`config.mk`:
```
export PLATFORM = sky130hd
export DESIGN_NAME = fma16_out_stage
export DESIGN_NICKNAME = d
export VERILOG_FILES = /design/src/rtl/fma16_out_stage.sv
export SDC_FILE = /design/constraint.sdc
export NUM_CORES = 1
export LEC_CHECK = 0
export CORE_AREA = 2 2 73 75
export CTS_CLUSTER_SIZE = 30
export DETAILED_ROUTE_END_ITERATION = 16
export DIE_AREA = 0 0 75 77
export PLACE_DENSITY = 0.84
export SYNTH_ARGS = -nofsm -noshare
export SYNTH_HDL_FRONTEND = slang
export SYNTH_SLANG_ARGS = --single-unit
export TNS_END_PERCENT = 30
```
`constraint.sdc`:
```
create_clock -name clk -period 5 [get_ports clk]
set_input_delay 1.5 -clock clk [delete_from_list [all_inputs] [get_ports clk]]
set_output_delay 1.5 -clock clk [all_outputs]
set_load 0.01 [all_outputs]
```
`src/rtl/fma16_out_stage.sv`:
```
// -----------------------------------------------------------------------------
// fma16_out_stage
//
// Buffered output stage for the fma16 datapath. It accepts each finished
// half-precision result and its exception bits. NaNs are canonicalised on the
// way in. Results are kept in order in a DEPTH-entry FIFO and offered
// downstream with a valid/ready handshake. The stage also keeps sticky
// exception flags and a saturating count of inexact results.
//
// Ports
//   clk, reset_n        clock; asynchronous active-low reset
//   in_valid/in_ready   upstream handshake (in_ready = FIFO not full)
//   in_mult             half-precision result {sign, exp[4:0], mant[9:0]}
//   in_nx/uf/of/nv      exception bits of the incoming result
//   out_valid/out_ready downstream handshake for the FIFO head
//   out_mult/out_flags  head result word and flags {nv, of, uf, nx}
//   flags_sticky        accumulated {nv, of, uf, nx}
//   flags_clr           synchronous clear of sticky flags and nx_count
//   nx_count            saturating count of accepted results with nx=1
//   level               current FIFO occupancy
// -----------------------------------------------------------------------------
module fma16_out_stage #(
   parameter int unsigned DEPTH = 2,
   parameter int unsigned CNT_W = 8
) (
   input  logic                     clk,
   input  logic                     reset_n,
   input  logic                     in_valid,
   output logic                     in_ready,
   input  logic [15:0]              in_mult,
   input  logic                     in_nx,
   input  logic                     in_uf,
   input  logic                     in_of,
   input  logic                     in_nv,
   output logic                     out_valid,
   input  logic                     out_ready,
   output logic [15:0]              out_mult,
   output logic [3:0]               out_flags,
   output logic [3:0]               flags_sticky,
   input  logic                     flags_clr,
   output logic [CNT_W-1:0]         nx_count,
   output logic [$clog2(DEPTH):0]   level
);

   localparam int unsigned PtrW = $clog2(DEPTH);
   localparam int unsigned LvlW = $clog2(DEPTH) + 1;
   localparam logic [15:0] CanonicalNan = 16'h7E00;

   // Stored entry layout: {flags[3:0], mult[15:0]}
   typedef logic [19:0] entry_t;

   // ---------------------------------------------------------------------------
   // State
   // ---------------------------------------------------------------------------
   entry_t              mem_q [DEPTH];
   entry_t              mem_d [DEPTH];
   logic [PtrW-1:0]     wr_ptr_q, wr_ptr_d;
   logic [PtrW-1:0]     rd_ptr_q, rd_ptr_d;
   logic [LvlW-1:0]     level_q, level_d;
   logic [3:0]          sticky_q, sticky_d;
   logic [CNT_W-1:0]    count_q, count_d;
   // Holds in_ready low while reset is asserted and for no longer: it rises on
   // the first clock edge after release, so in_ready stays a function of
   // registered state only.
   logic                ready_en_q;

   // ---------------------------------------------------------------------------
   // Handshakes
   // ---------------------------------------------------------------------------
   logic push;
   logic pop;
   logic full;
   logic empty;

   assign full      = (level_q == LvlW'(DEPTH));
   assign empty     = (level_q == '0);
   assign in_ready  = ready_en_q & ~full;
   assign out_valid = ~empty;
   assign push      = in_valid & in_ready;
   assign pop       = out_valid & out_ready;

   // ---------------------------------------------------------------------------
   // Entry transform applied before the write
   // ---------------------------------------------------------------------------
   logic        in_is_nan;
   logic [15:0] st_mult;
   logic [3:0]  st_flags;
   entry_t      st_entry;

   always_comb begin
      in_is_nan = (in_mult[14:10] == 5'h1F) && (in_mult[9:0] != 10'd0);
      // Invalid operations and every NaN encoding collapse to one positive qNaN.
      st_mult   = (in_nv || in_is_nan) ? CanonicalNan : in_mult;
      // Overflow and underflow always imply an inexact result.
      st_flags  = {in_nv, in_of, in_uf, (in_nx | in_of | in_uf)};
      st_entry  = {st_flags, st_mult};
   end

   // ---------------------------------------------------------------------------
   // Next-state logic
   // ---------------------------------------------------------------------------
   always_comb begin
      mem_d    = mem_q;
      wr_ptr_d = wr_ptr_q;
      rd_ptr_d = rd_ptr_q;
      level_d  = level_q;
      sticky_d = sticky_q;
      count_d  = count_q;

      // The write is gated by push, so an X on in_* with in_valid low
      // never reaches state.
      if (push) begin
         mem_d[wr_ptr_q] = st_entry;
         wr_ptr_d        = wr_ptr_q + PtrW'(1);
      end

      if (pop) begin
         rd_ptr_d = rd_ptr_q + PtrW'(1);
      end

      unique case ({push, pop})
         2'b10:   level_d = level_q + LvlW'(1);
         2'b01:   level_d = level_q - LvlW'(1);
         default: level_d = level_q;
      endcase

      // The clear applies first. A push in the same cycle then sets bits from zero.
      if (flags_clr) begin
         sticky_d = 4'b0000;
         count_d  = '0;
      end

      if (push) begin
         sticky_d = sticky_d | st_flags;
         if (st_flags[0] && (count_d != {CNT_W{1'b1}})) begin
            count_d = count_d + CNT_W'(1);
         end
      end
   end

   // ---------------------------------------------------------------------------
   // State registers
   // ---------------------------------------------------------------------------
   always_ff @(posedge clk or negedge reset_n) begin
      if (!reset_n) begin
         for (int i = 0; i < int'(DEPTH); i++) begin
            mem_q[i] <= '0;
         end
         wr_ptr_q   <= '0;
         rd_ptr_q   <= '0;
         level_q    <= '0;
         sticky_q   <= 4'b0000;
         count_q    <= '0;
         ready_en_q <= 1'b0;
      end else begin
         mem_q      <= mem_d;
         wr_ptr_q   <= wr_ptr_d;
         rd_ptr_q   <= rd_ptr_d;
         level_q    <= level_d;
         sticky_q   <= sticky_d;
         count_q    <= count_d;
         ready_en_q <= 1'b1;
      end
   end

   // ---------------------------------------------------------------------------
   // Outputs
   // ---------------------------------------------------------------------------
   entry_t head;

   always_comb begin
      head      = mem_q[rd_ptr_q];
      // Drive zeros when empty rather than a stale entry.
      out_mult  = out_valid ? head[15:0]  : 16'h0000;
      out_flags = out_valid ? head[19:16] : 4'b0000;
   end

   assign flags_sticky = sticky_q;
   assign nx_count     = count_q;
   assign level        = level_q;

endmodule

```
[Word-level counts from Yosys, hierarchy flattened]
Index checks and enable logic that the tools add are counted.
Word-level totals
  flip-flop bits (word level): 57
  bits in latches: 0
  RAM bits: 0
  ROM bits: 0
  memories kept: 0
Cells by class
  add/subtract/negate cells: 5
  $mul: 0
  div/mod/pow operators: 0
  $lt $le $gt $ge: 3
  equality and inequality tests: 5
  shift-type cells: 0
  muxes and demuxes: 15
  bitwise logic cells: 10
  reductions and logical operators: 7
Operator list (count)
  $mux 20: 4
  $bwmux 40: 1
  $mux 16: 2
  $mux 8: 3
  $demux 20 s1: 1
  $mux 4: 3
  $reduce_bool 10->1: 1
  $add 8x1->8 const B: 1
  $ne 8x8->1 const B: 1
  $eq 5x5->1 const B: 1
  $eq 2x2->1 const B: 2
  $ge 2x2->1 const B: 2
  $not 1->2: 2
  $or 4x4->4: 1
  $pmux 2 s2: 1
  $and 1x1->1: 3
  $logic_and 1x1->1: 3
  $add 1x1->1 const B: 2
  $add 2x1->2 const B: 1
  $eq 2x1->1 const B: 1
  $logic_not 2->1: 1
  $lt 2x1->1 const B: 1
  $not 1->1: 2
  $or 1x1->1: 2
  other kinds (3): 3

[Logic depth before layout (Yosys ltp)]
Gate-level depths: netlist (run 1).
  depth in word-level cells: 6
  mapped depth: 7
  mapped depth without buffers: 7

[Worst setup path before layout (run 1)]
OpenSTA, ideal clock, no wires.
  kind: input -> register
  start point: input port flags_clr
  end point: register count_q[1], in the netlist nx_count[1]
  library setup time: 0.128 ns
  data arrival time: 2.664 ns
  data required time: 4.872 ns
  slack: 2.208 ns
  stages on the path: 6
  path buffers: 0
  cell sequence: nor2b_1 -> ha_1 -> nand4_1 -> nor2_1 -> nor2_1 -> mux2_1
Between the ends
  longest elaborated chain between the ends: 5
Ends and longest elaborated chain
  start, declared: line 40  | input logic flags_clr,
  $mux 8 *: line 128  | if (flags_clr) begin
  parallel branches: the longest is 3 deep, another holds $add 8x1->8
  $mux 8 *: line 133  | if (push) begin
  via count_d[1]: line 61  | logic [CNT_W-1:0] count_q, count_d;
  end signal, assigned: line 161  | count_q <= count_d;
  end, declared: line 61
Mark *: on every way through the listed nets, which the timed path passes.
A chain may end at the register's enable or synchronous reset.

[Final worst setup path (run 1)]
  start point: register rd_ptr_q
  end point: output port out_flags[3]
Between the ends
  longest elaborated chain between the ends: 5
Ends and longest elaborated chain
  start, declared: line 58  | logic [PtrW-1:0] rd_ptr_q, rd_ptr_d;
  start signal, assigned: line 158  | rd_ptr_q <= rd_ptr_d;
  $not 1->2 (implied by the code): line 172  | head = mem_q[rd_ptr_q];
  $mux 20 (implied by the code) (3 in a row): line 172
  $mux 4: line 175  | out_flags = out_valid ? head[19:16] : 4'b0000;
  end, declared: line 38  | output logic [3:0] out_flags,
Every way passes these cells. The select of a mux whose other input is x is not followed.

==> qor.csv, run 1 <==
metric,value,unit
outcome,"finished, final reports clean",
cts_setup_buffers,0,
cts_tree,done,
async_flop_share,100,%
critPathCaptureType,output pin,
critPathMaxStageDelay,0.84,ns
synth_area,0.00265,mm^2
fin_crit_sh,76.8,%
p_clk_share,22.3,%
insertion_delay,0.33,ns
grt_pass1_wl,10.4,mm
ctsLongestPathBuffers,2,
rsz0062_at_grt,false,
yosys.area_share.simple,18.0,%
fin_ws,1.16,ns
dp_worst_setup_slack,1.26,ns
firstDrtPassIters,4,
maxCapViolations,0,
synth_top_family_by_area,simple AND/OR/NAND/NOR gates,
via_per_inst,5.37,
synth_area_per_cell,9.80,um^2
wl,6.29,mm
crit_path_max_fanout,14,
final_hold_viol_count,0,
cellPowerDensity,576,mW/mm^2
syn-instance-count,270,
cts_root_buffer,clkbuf_8,
pwr-share-seq,37.8,%
postCtsResizedCells,0,
p_sw,0.000676,W
track_usage,24.0,%
ys_seq_area_share,53.9,%
start_kind,register,
n_antenna_cell,0,
swShare,33.4,%
syn2layout_area_growth,32.9,%
power.leakage,1.59,nW
dieArea,0.00578,mm^2
ys_ff_latch,57,
core,0.00498,mm^2
synthesis.nets,297,
synth.area.mux_share,9.27,%
setup_viol,0,
ys_types,37,
synth_edf_count,0,
initial_core_util,53.1,%
max_slew_margin,48.5,%
pwr-share-comb,39.9,%
synth_compound_area_share,11.9,%
synth-xor-area-share,2.32,%
placed_cells,390,
synth_warnings,0,
numCtsBuffers,9,
worst_pin_slew,0.773,ns
yosys.area_share.adder,0.946,%
p_int,0.00135,W
antenna_found_initial,0,
irDropWorstVdd,283,uV
fin_cells,405,
drive_above_1_share,7.16,%
fin_util,70.6,%
drt_iter0_markers,176,
path_buf_inv,2,
required,3.50,ns
port_buffers,60,
hpwlAfterDp,4.36,mm
grt_max_degree,30,
grt_pass1_vias,2252,
vias,2176,
overflow,0,
cts.clk_slew.worst_paths,0.06,ns
die_w,75,um
layout.nets,358,
die_h,77,um
cp_slowest_cell,dfrtp_1,
max_freq,260,MHz
antenna_left,0,
final_max_slew_viol_count,0,
setup.worst_path.class,register to output pin,
cts.sinks,57,
gp_congestion,0.826,
hold_class,register to register,
critPathTopFamily,buffers and inverters,
wl_per_cell,15.5,um
cp_cell_sequence,buf_4 -> mux2i_1 -> nor2_1 -> clkdlybuf4s50_1,
fin_crit,3.84,ns
drcViolationCount,0,
postCtsHoldBufs,0,
cts_max_level,3,
std_cell_rows,26,
io_pins,61,
finalSetupTns,0,ns
skew,0.00530,ns
crit_arrival,2.34,ns
synth_ff_type,dfrtp_1,
## cells by family after synthesis
group                      count (synthesis)
and+or+nand+nor                          105
DFF                                       57
AOI/OAI and AO/OA                         51
muxes                                     24
buffers and inverters                     23
xor gates and xnor gates                   7
adders and majority gates                  2
other                                      1
## state kept, by name, summed over array words and instances, names as in the netlist
register / flops
nx_count: 8
rd_ptr_q: 1
mem_q: 40
level: 2
flags_sticky: 4
wr_ptr_q: 1
ready_en_q: 1
## path summary, 6_finish.rpt
kind,from,end,slack (ns),cells past startpoint
worst max-delay path,rd_ptr_q,out_flags[3],1.16,4
worst min-delay path,mem_q[16],mem_q[16],0.48,2
worst max register to register,level[1],mem_q[29],2.83,5
worst min register to register,mem_q[16],mem_q[16],0.48,2
max in group asynchronous,reset_n,mem_q[16],2.98,2
min in group asynchronous,reset_n,mem_q[7],1.19,1
## worst min-delay path, stage by stage, from the launching register on
cell and delay (ns):
dfrtp_1 0.34, nand2_1 0.05, o21ai_0 0.06
## cell usage in the layout, fill, tap and decap left out, types with 2 or more instances in the layout
cell / n
a21oi_1: 8
a22o_1: 10
and2_1: 2
buf_4: 5
clkbuf_8: 13
clkdlybuf4s50_1: 59
dfrtp_1: 57
ha_1: 2
inv_1: 8
mux2_1: 2
mux2_2: 2
mux2i_1: 20
nand2_1: 42
nand2b_1: 3
nand3_1: 5
nand4_1: 2
nand4b_1: 2
nor2_1: 31
nor2b_1: 3
nor3_1: 4
nor4_1: 3
o21ai_0: 15
o21ai_1: 11
o31ai_1: 2
or3_1: 2
or4_1: 3
xnor2_1: 4
xor2_1: 3
## Yosys cell counts, drive strengths merged (4+ instances only)
master  count  area (um^2)
dfrtp      57         1430
nand2      42          158
nor2       31          116
o21ai      26          130
mux2i      20          200
clkbuf     12         45.0
a22o       10         87.6
a21oi       8         40.0
inv         8         30.0
nand3       5         25.0
mux2        4         45.0
nor2b       4         27.5
nor3        4         20.0
xnor2       4         35.0
## routing by layer
layer  track usage [%]  up-vias  wire (um)
li1                  -     1055          -
met1              31.6     1043       2830
met2              37.4       69       3060
met3              6.96        9        315
met4              8.39        0         82
met5                 0        -          0
## power by group through the flow
stage	Clock, W	Combinational, W	Sequential (W)
finish	0.000452	0.000808	0.000765
global route	0.000478	0.000888	0.000789
CTS	0.000459	0.000815	0.000767
detailed placement	0	0.000807	0.000772
global placement	0	0.000782	0.000760
floorplan	0	0.000465	0.000720
## through the flow
step           instance area [um^2]  hold WS (ns)  total power (W)
2_1_floorplan                  2650         0.445          0.00119
3_3_place_gp                   3300         0.459          0.00154
3_5_place_dp                   3300         0.471          0.00158
4_1_cts                        3520         0.485          0.00204
5_1_grt                        3520         0.503          0.00215
6_report                       3520         0.481          0.00202
## final cells by class
type / count / area, um^2
fillers: 382 / 1460
multi-input cells: 190 / 1120
inverters: 8 / 30.0
flip-flops and latches: 57 / 1430
well taps: 70 / 87.6
clock buffers: 13 / 179
repair buffers: 65 / 633
clock inverters: 2 / 35.0
Note: power is estimated with default switching activity, not from simulation.
==> inputs of run 2 (changes only) <==
--- a/config.mk
+++ b/config.mk
@@ -5,11 +5,11 @@
 export SDC_FILE = /design/constraint.sdc
 export NUM_CORES = 1
 export LEC_CHECK = 0
-export CORE_AREA = 2 2 73 75
+export CORE_AREA = 2 2 80 82
 export CTS_CLUSTER_SIZE = 30
 export DETAILED_ROUTE_END_ITERATION = 16
-export DIE_AREA = 0 0 75 77
-export PLACE_DENSITY = 0.84
+export DIE_AREA = 0 0 82 84
+export PLACE_DENSITY = 0.74
 export SYNTH_ARGS = -nofsm -noshare
 export SYNTH_HDL_FRONTEND = slang
 export SYNTH_SLANG_ARGS = --single-unit
==> constraint.sdc (replaced) <==
create_clock -name clk -period 3.2 [get_ports clk]
set_input_delay 0.96 -clock clk [delete_from_list [all_inputs] [get_ports clk]]
set_output_delay 0.96 -clock clk [all_outputs]
set_load 0.01 [all_outputs]
==> run 2 against run 1 <==
Global-route usage decreased by 4.0 points. Flip-flop and latch count unchanged. Utilization decreased by 12 points. Highest routed layer unchanged. Critical path depth unchanged. Design area increased by 0.82%.
==> qor.csv, run 2 (same netlist as run 1, synthesis figures left out) <==
metric,value,unit,change
outcome,"finished, final reports clean",,unchanged
final_hold_viol_count,0,,unchanged
regMostFlops,mem_q,,unchanged
dieArea,0.00689,mm^2,was 0.00578 mm^2
io_pins,61,,unchanged
max_freq,359,MHz,
overflow,0,,unchanged
final_cell_mix,"clkdlybuf4s50_1 (59), dfrtp_1 (57), nand2_1 (42)",,unchanged
port_buffers,60,,unchanged
critPathCaptureType,output pin,,unchanged
crit_path_max_fanout,22,,was 14
dp_worst_setup_slack,0.280,ns,was 1.26 ns
final_max_slew_viol_count,0,,unchanged
antenna_left,0,,unchanged
setup.worst_path.class,register to output pin,,unchanged
std_cell_rows,29,,was 26
rrSetupSlack,1.26,ns,was 2.83 ns
largest_reg_flops,40,,unchanged
fin_crit_sh,86.9,%,
gp_congestion,0.808,,was 0.826
final_common_cell,clkdlybuf4s50_1,,unchanged
ctsLongestPathBuffers,2,,unchanged
syn2layout_area_growth,34.0,%,was 32.9%
skew,0.00905,ns,was 0.00530 ns
finalSetupTns,0,ns,unchanged
hold_class,register to register,,unchanged
numCtsBuffers,9,,unchanged
antenna_found_initial,0,,unchanged
grt_pass1_vias,2196,,was 2252
worst_pin_slew,0.731,ns,was 0.773 ns
cts_max_level,3,,unchanged
r2r_start,nx_count[1],,was level[1]
insertion_delay,0.33,ns,about the same
setup_viol,0,,unchanged
drive_above_1_share,8.19,%,was 7.16%
grt_max_degree,35,,was 30
irDropWorstVdd,397,uV,was 283 uV
grt_pass1_wl,10.5,mm,was 10.4 mm
drt_iter0_markers,113,,was 176
fin_crit,2.78,ns,
initial_core_util,43.4,%,was 53.1%
postCtsHoldBufs,0,,unchanged
power.leakage,1.61,nW,was 1.59 nW
via_per_inst,5.25,,was 5.37
firstDrtPassIters,4,,unchanged
fin_util,58.1,%,was 70.6%
required,2.24,ns,was 3.50 ns
start_kind,register,,unchanged
core,0.00610,mm^2,was 0.00498 mm^2
postCtsResizedCells,0,,unchanged
cts_setup_buffers,0,,unchanged
wl,6.21,mm,was 6.29 mm
fin_ws,0.418,ns,was 1.16 ns
die_h,84,um,was 77 um
hpwlAfterDp,4.38,mm,was 4.36 mm
crit_start,level[0],,was rd_ptr_q
cts.sinks,57,,unchanged
cts.clk_slew.worst_paths,0.07,ns,was 0.06 ns
max_slew_margin,51.3,%,was 48.5%
cts_tree,done,,unchanged
track_usage,20.0,%,was 24.0%
cts_root_buffer,clkbuf_8,,unchanged
crit_arrival,1.82,ns,was 2.34 ns
min_from,mem_q[37],,was mem_q[16]
wl_per_cell,14.8,um,was 15.5 um
cellPowerDensity,877,mW/mm^2,was 576 mW/mm^2
layout.nets,364,,was 358
vias,2201,,was 2176
rsz0062_at_grt,false,,unchanged
drcViolationCount,0,,unchanged
die_w,82,um,was 75 um
maxCapViolations,0,,unchanged
n_antenna_cell,0,,unchanged
## run 2: worst max-delay path: stages (launching register included)
cell,delay (ns)
dfrtp_1,0.47
nor2_1,0.06
buf_4,0.22
nor2_1,0.18
clkdlybuf4s50_1,0.56
## run 2: final timing paths
check,depth (start not counted),to
setup / recovery,4,out_flags[1]
max in group asynchronous,2,rd_ptr_q
hold / removal,2,mem_q[37]
hold reg to reg,2,mem_q[37]
min in group asynchronous,1,mem_q[6]
setup reg to reg,6,nx_count[1]
## run 2: per-stage QoR
| step | cells | total power [W] | cell area (um^2) | hold WS (ns) |
|---|---|---|---|---|
| 4_1_cts | 419 | 0.00314 | 3540 | 0.477 |
| 6_report | 419 | 0.00311 | 3540 | 0.474 |
| 3_3_place_gp | 403 | 0.00245 | 3360 | 0.459 |
| 2_1_floorplan | 270 | 0.00185 | 2650 | 0.445 |
| 5_1_grt | 419 | 0.00331 | 3540 | 0.503 |
| 3_5_place_dp | 403 | 0.00248 | 3360 | 0.463 |
## run 2: metal layers
metal	vias up	track usage, %	wire, um
met2	60	31.3	3060
met5	-	0	0
met3	9	4.11	304
li1	1068	-	-
met4	0	9.09	125
met1	1064	26.3	2720
## run 2: final cells by class
| class | instances | area, um^2 |
|---|---|---|
| Sequential cell | 57 | 1430 |
| Inverter | 8 | 30.0 |
| Clock inverter | 3 | 40.0 |
| Tap cell | 77 | 96.3 |
| Fill cell | 544 | 2550 |
| Timing Repair Buffer | 71 | 678 |
| Clock buffer | 13 | 149 |
| Multi-Input combinational cell | 190 | 1120 |
## run 2: power breakdown
part	total (W)	switching [W]	internal (W)
registers	0.00114	0.000157	0.000985
clock network	0.000653	0.000274	0.000379
logic	0.00131	0.000617	0.000697
==> inputs of run 3 (changes only) <==
--- a/config.mk
+++ b/config.mk
@@ -5,10 +5,10 @@
 export SDC_FILE = /design/constraint.sdc
 export NUM_CORES = 1
 export LEC_CHECK = 0
-export CORE_AREA = 2 2 80 82
+export CORE_AREA = 5 5 83 85
 export CTS_CLUSTER_SIZE = 30
 export DETAILED_ROUTE_END_ITERATION = 16
-export DIE_AREA = 0 0 82 84
+export DIE_AREA = 0 0 88 90
 export PLACE_DENSITY = 0.74
 export SYNTH_ARGS = -nofsm -noshare
 export SYNTH_HDL_FRONTEND = slang
==> run 3 against run 2 <==
Clock skew down 0.0021 ns. Cell count down 0.48%. Utilization decreased by 0.63 points. Highest routed layer unchanged.
==> qor.csv, run 3 (same netlist as run 1, synthesis figures left out) <==
metric,value,unit,change
port_buffers,60,,unchanged
cellPowerDensity,865,mW/mm^2,was 877 mW/mm^2
vias,2178,,was 2201
grt_pass1_wl,11.0,mm,was 10.5 mm
hold_class,register to register,,unchanged
cts_root_buffer,clkbuf_8,,unchanged
die_h,90,um,was 84 um
critPathTopFamily,buffers and inverters,,unchanged
antenna_found_initial,0,,unchanged
core,0.00613,mm^2,was 0.00610 mm^2
cp_cell_sequence,buf_4 -> mux2i_1 -> nor2_1 -> clkdlybuf4s50_1,,was nor2_1 -> buf_4 -> nor2_1 -> clkdlybuf4s50_1
worst_pin_slew,0.537,ns,was 0.731 ns
std_cell_rows,29,,unchanged
cts_max_level,3,,unchanged
grt_max_degree,58,,was 35
postCtsResizedCells,0,,unchanged
layout.nets,362,,was 364
final_max_slew_viol_count,0,,unchanged
dieArea,0.00792,mm^2,was 0.00689 mm^2
cts.sinks,57,,unchanged
finalSetupTns,0,ns,unchanged
antenna_left,0,,unchanged
initial_core_util,43.1,%,was 43.4%
fin_crit_sh,88.9,%,was 86.9%
rrSetupSlack,1.29,ns,was 1.26 ns
setup.worst_path.class,register to output pin,,unchanged
cp_slowest_cell,dfrtp_1,,was clkdlybuf4s50_1
rsz0062_at_grt,false,,unchanged
setup_viol,0,,unchanged
postCtsHoldBufs,0,,unchanged
critPathCaptureType,output pin,,unchanged
regMostFlops,mem_q,,unchanged
grt_pass1_vias,2305,,was 2196
p_total,0.00305,W,was 0.00311 W
drcViolationCount,0,,unchanged
largest_reg_flops,40,,unchanged
skew,0.00698,ns,was 0.00905 ns
max_slew_margin,63.7,%,was 51.3%
final_cell_mix,"clkdlybuf4s50_1 (59), dfrtp_1 (57), nand2_1 (42)",,unchanged
io_pins,61,,unchanged
max_freq,351,MHz,was 359 MHz
syn2layout_area_growth,33.3,%,was 34.0%
crit_path_max_fanout,10,,was 22
drt_iter0_markers,135,,was 113
start_kind,register,,unchanged
outcome,"finished, final reports clean",,unchanged
insertion_delay,0.33,ns,about the same
numCtsBuffers,9,,unchanged
final_hold_viol_count,0,,unchanged
critPathMaxStageDelay,0.50,ns,was 0.56 ns
gp_congestion,0.796,,was 0.808
cts_tree,done,,unchanged
path_buf_inv,2,,unchanged
wl_per_cell,15.3,um,was 14.8 um
overflow,0,,unchanged
ctsLongestPathBuffers,2,,unchanged
die_w,88,um,was 82 um
cts_setup_buffers,0,,unchanged
firstDrtPassIters,4,,unchanged
final_common_cell,clkdlybuf4s50_1,,unchanged
n_antenna_cell,0,,unchanged
required,2.24,ns,about the same
maxCapViolations,0,,unchanged
crit_arrival,1.89,ns,was 1.82 ns
irDropWorstVdd,393,uV,was 397 uV
track_usage,17.7,%,was 20.0%
power.leakage,1.60,nW,was 1.61 nW
fin_crit,2.85,ns,was 2.78 ns
wl,6.40,mm,was 6.21 mm
cts.clk_slew.worst_paths,0.06,ns,was 0.07 ns
via_per_inst,5.22,,was 5.25
hpwlAfterDp,4.38,mm,about the same
drive_above_1_share,7.94,%,was 8.19%
run 3: per-stage QoR:
step	setup WS (ns)	hold WS, ns	util, %	area (um^2)	std cells
floorplan	0.948	0.445	-	2650	270
global placement	0.409	0.457	54.7	3350	401
detailed placement	0.311	0.467	54.7	3350	401
CTS	0.325	0.482	57.5	3530	417
global route	0.258	0.506	57.5	3530	417
finish	0.354	0.476	57.5	3530	417
run 3: cell type report:
type	count	area, um^2
repair buffers	69	676
fillers	542	2610
clock inverters	3	15.0
flip-flops and latches	57	1430
well taps	77	96.3
clock buffers	13	159
inverters	8	30.0
multi-input cells	190	1120
run 3: report_power, final:
| group | total [W] | switching (W) | internal [W] |
|---|---|---|---|
| registers | 0.00116 | 0.000171 | 0.000985 |
| logic | 0.00131 | 0.000614 | 0.000695 |
| clock network | 0.000585 | 0.000266 | 0.000319 |
| total | 0.00305 | 0.00105 | 0.00200 |
run 3: routing by layer:
layer	track usage [%]	wire, um	vias to the layer above	part of all wire [%]
met5	0	0	-	0
met4	9.46	153	0	2.4
met3	4.20	421	16	6.6
met2	26.8	3070	72	48
met1	23.2	2750	1037	43
li1	-	-	1053	-
run 3: final timing paths:
path                       startpoint               to  cells past startpoint
setup reg to reg             level[1]      nx_count[3]                      4
hold / removal               mem_q[7]         mem_q[7]                      2
min in group asynchronous     reset_n        mem_q[26]                      2
hold reg to reg              mem_q[7]         mem_q[7]                      2
max in group asynchronous     reset_n  flags_sticky[0]                      2
setup / recovery             rd_ptr_q     out_mult[12]                      4
run 3: worst min-delay path, stage by stage, from the launching register on:
cell and delay [ns]:
dfrtp_1 0.34, nand2_1 0.05, o21ai_0 0.06
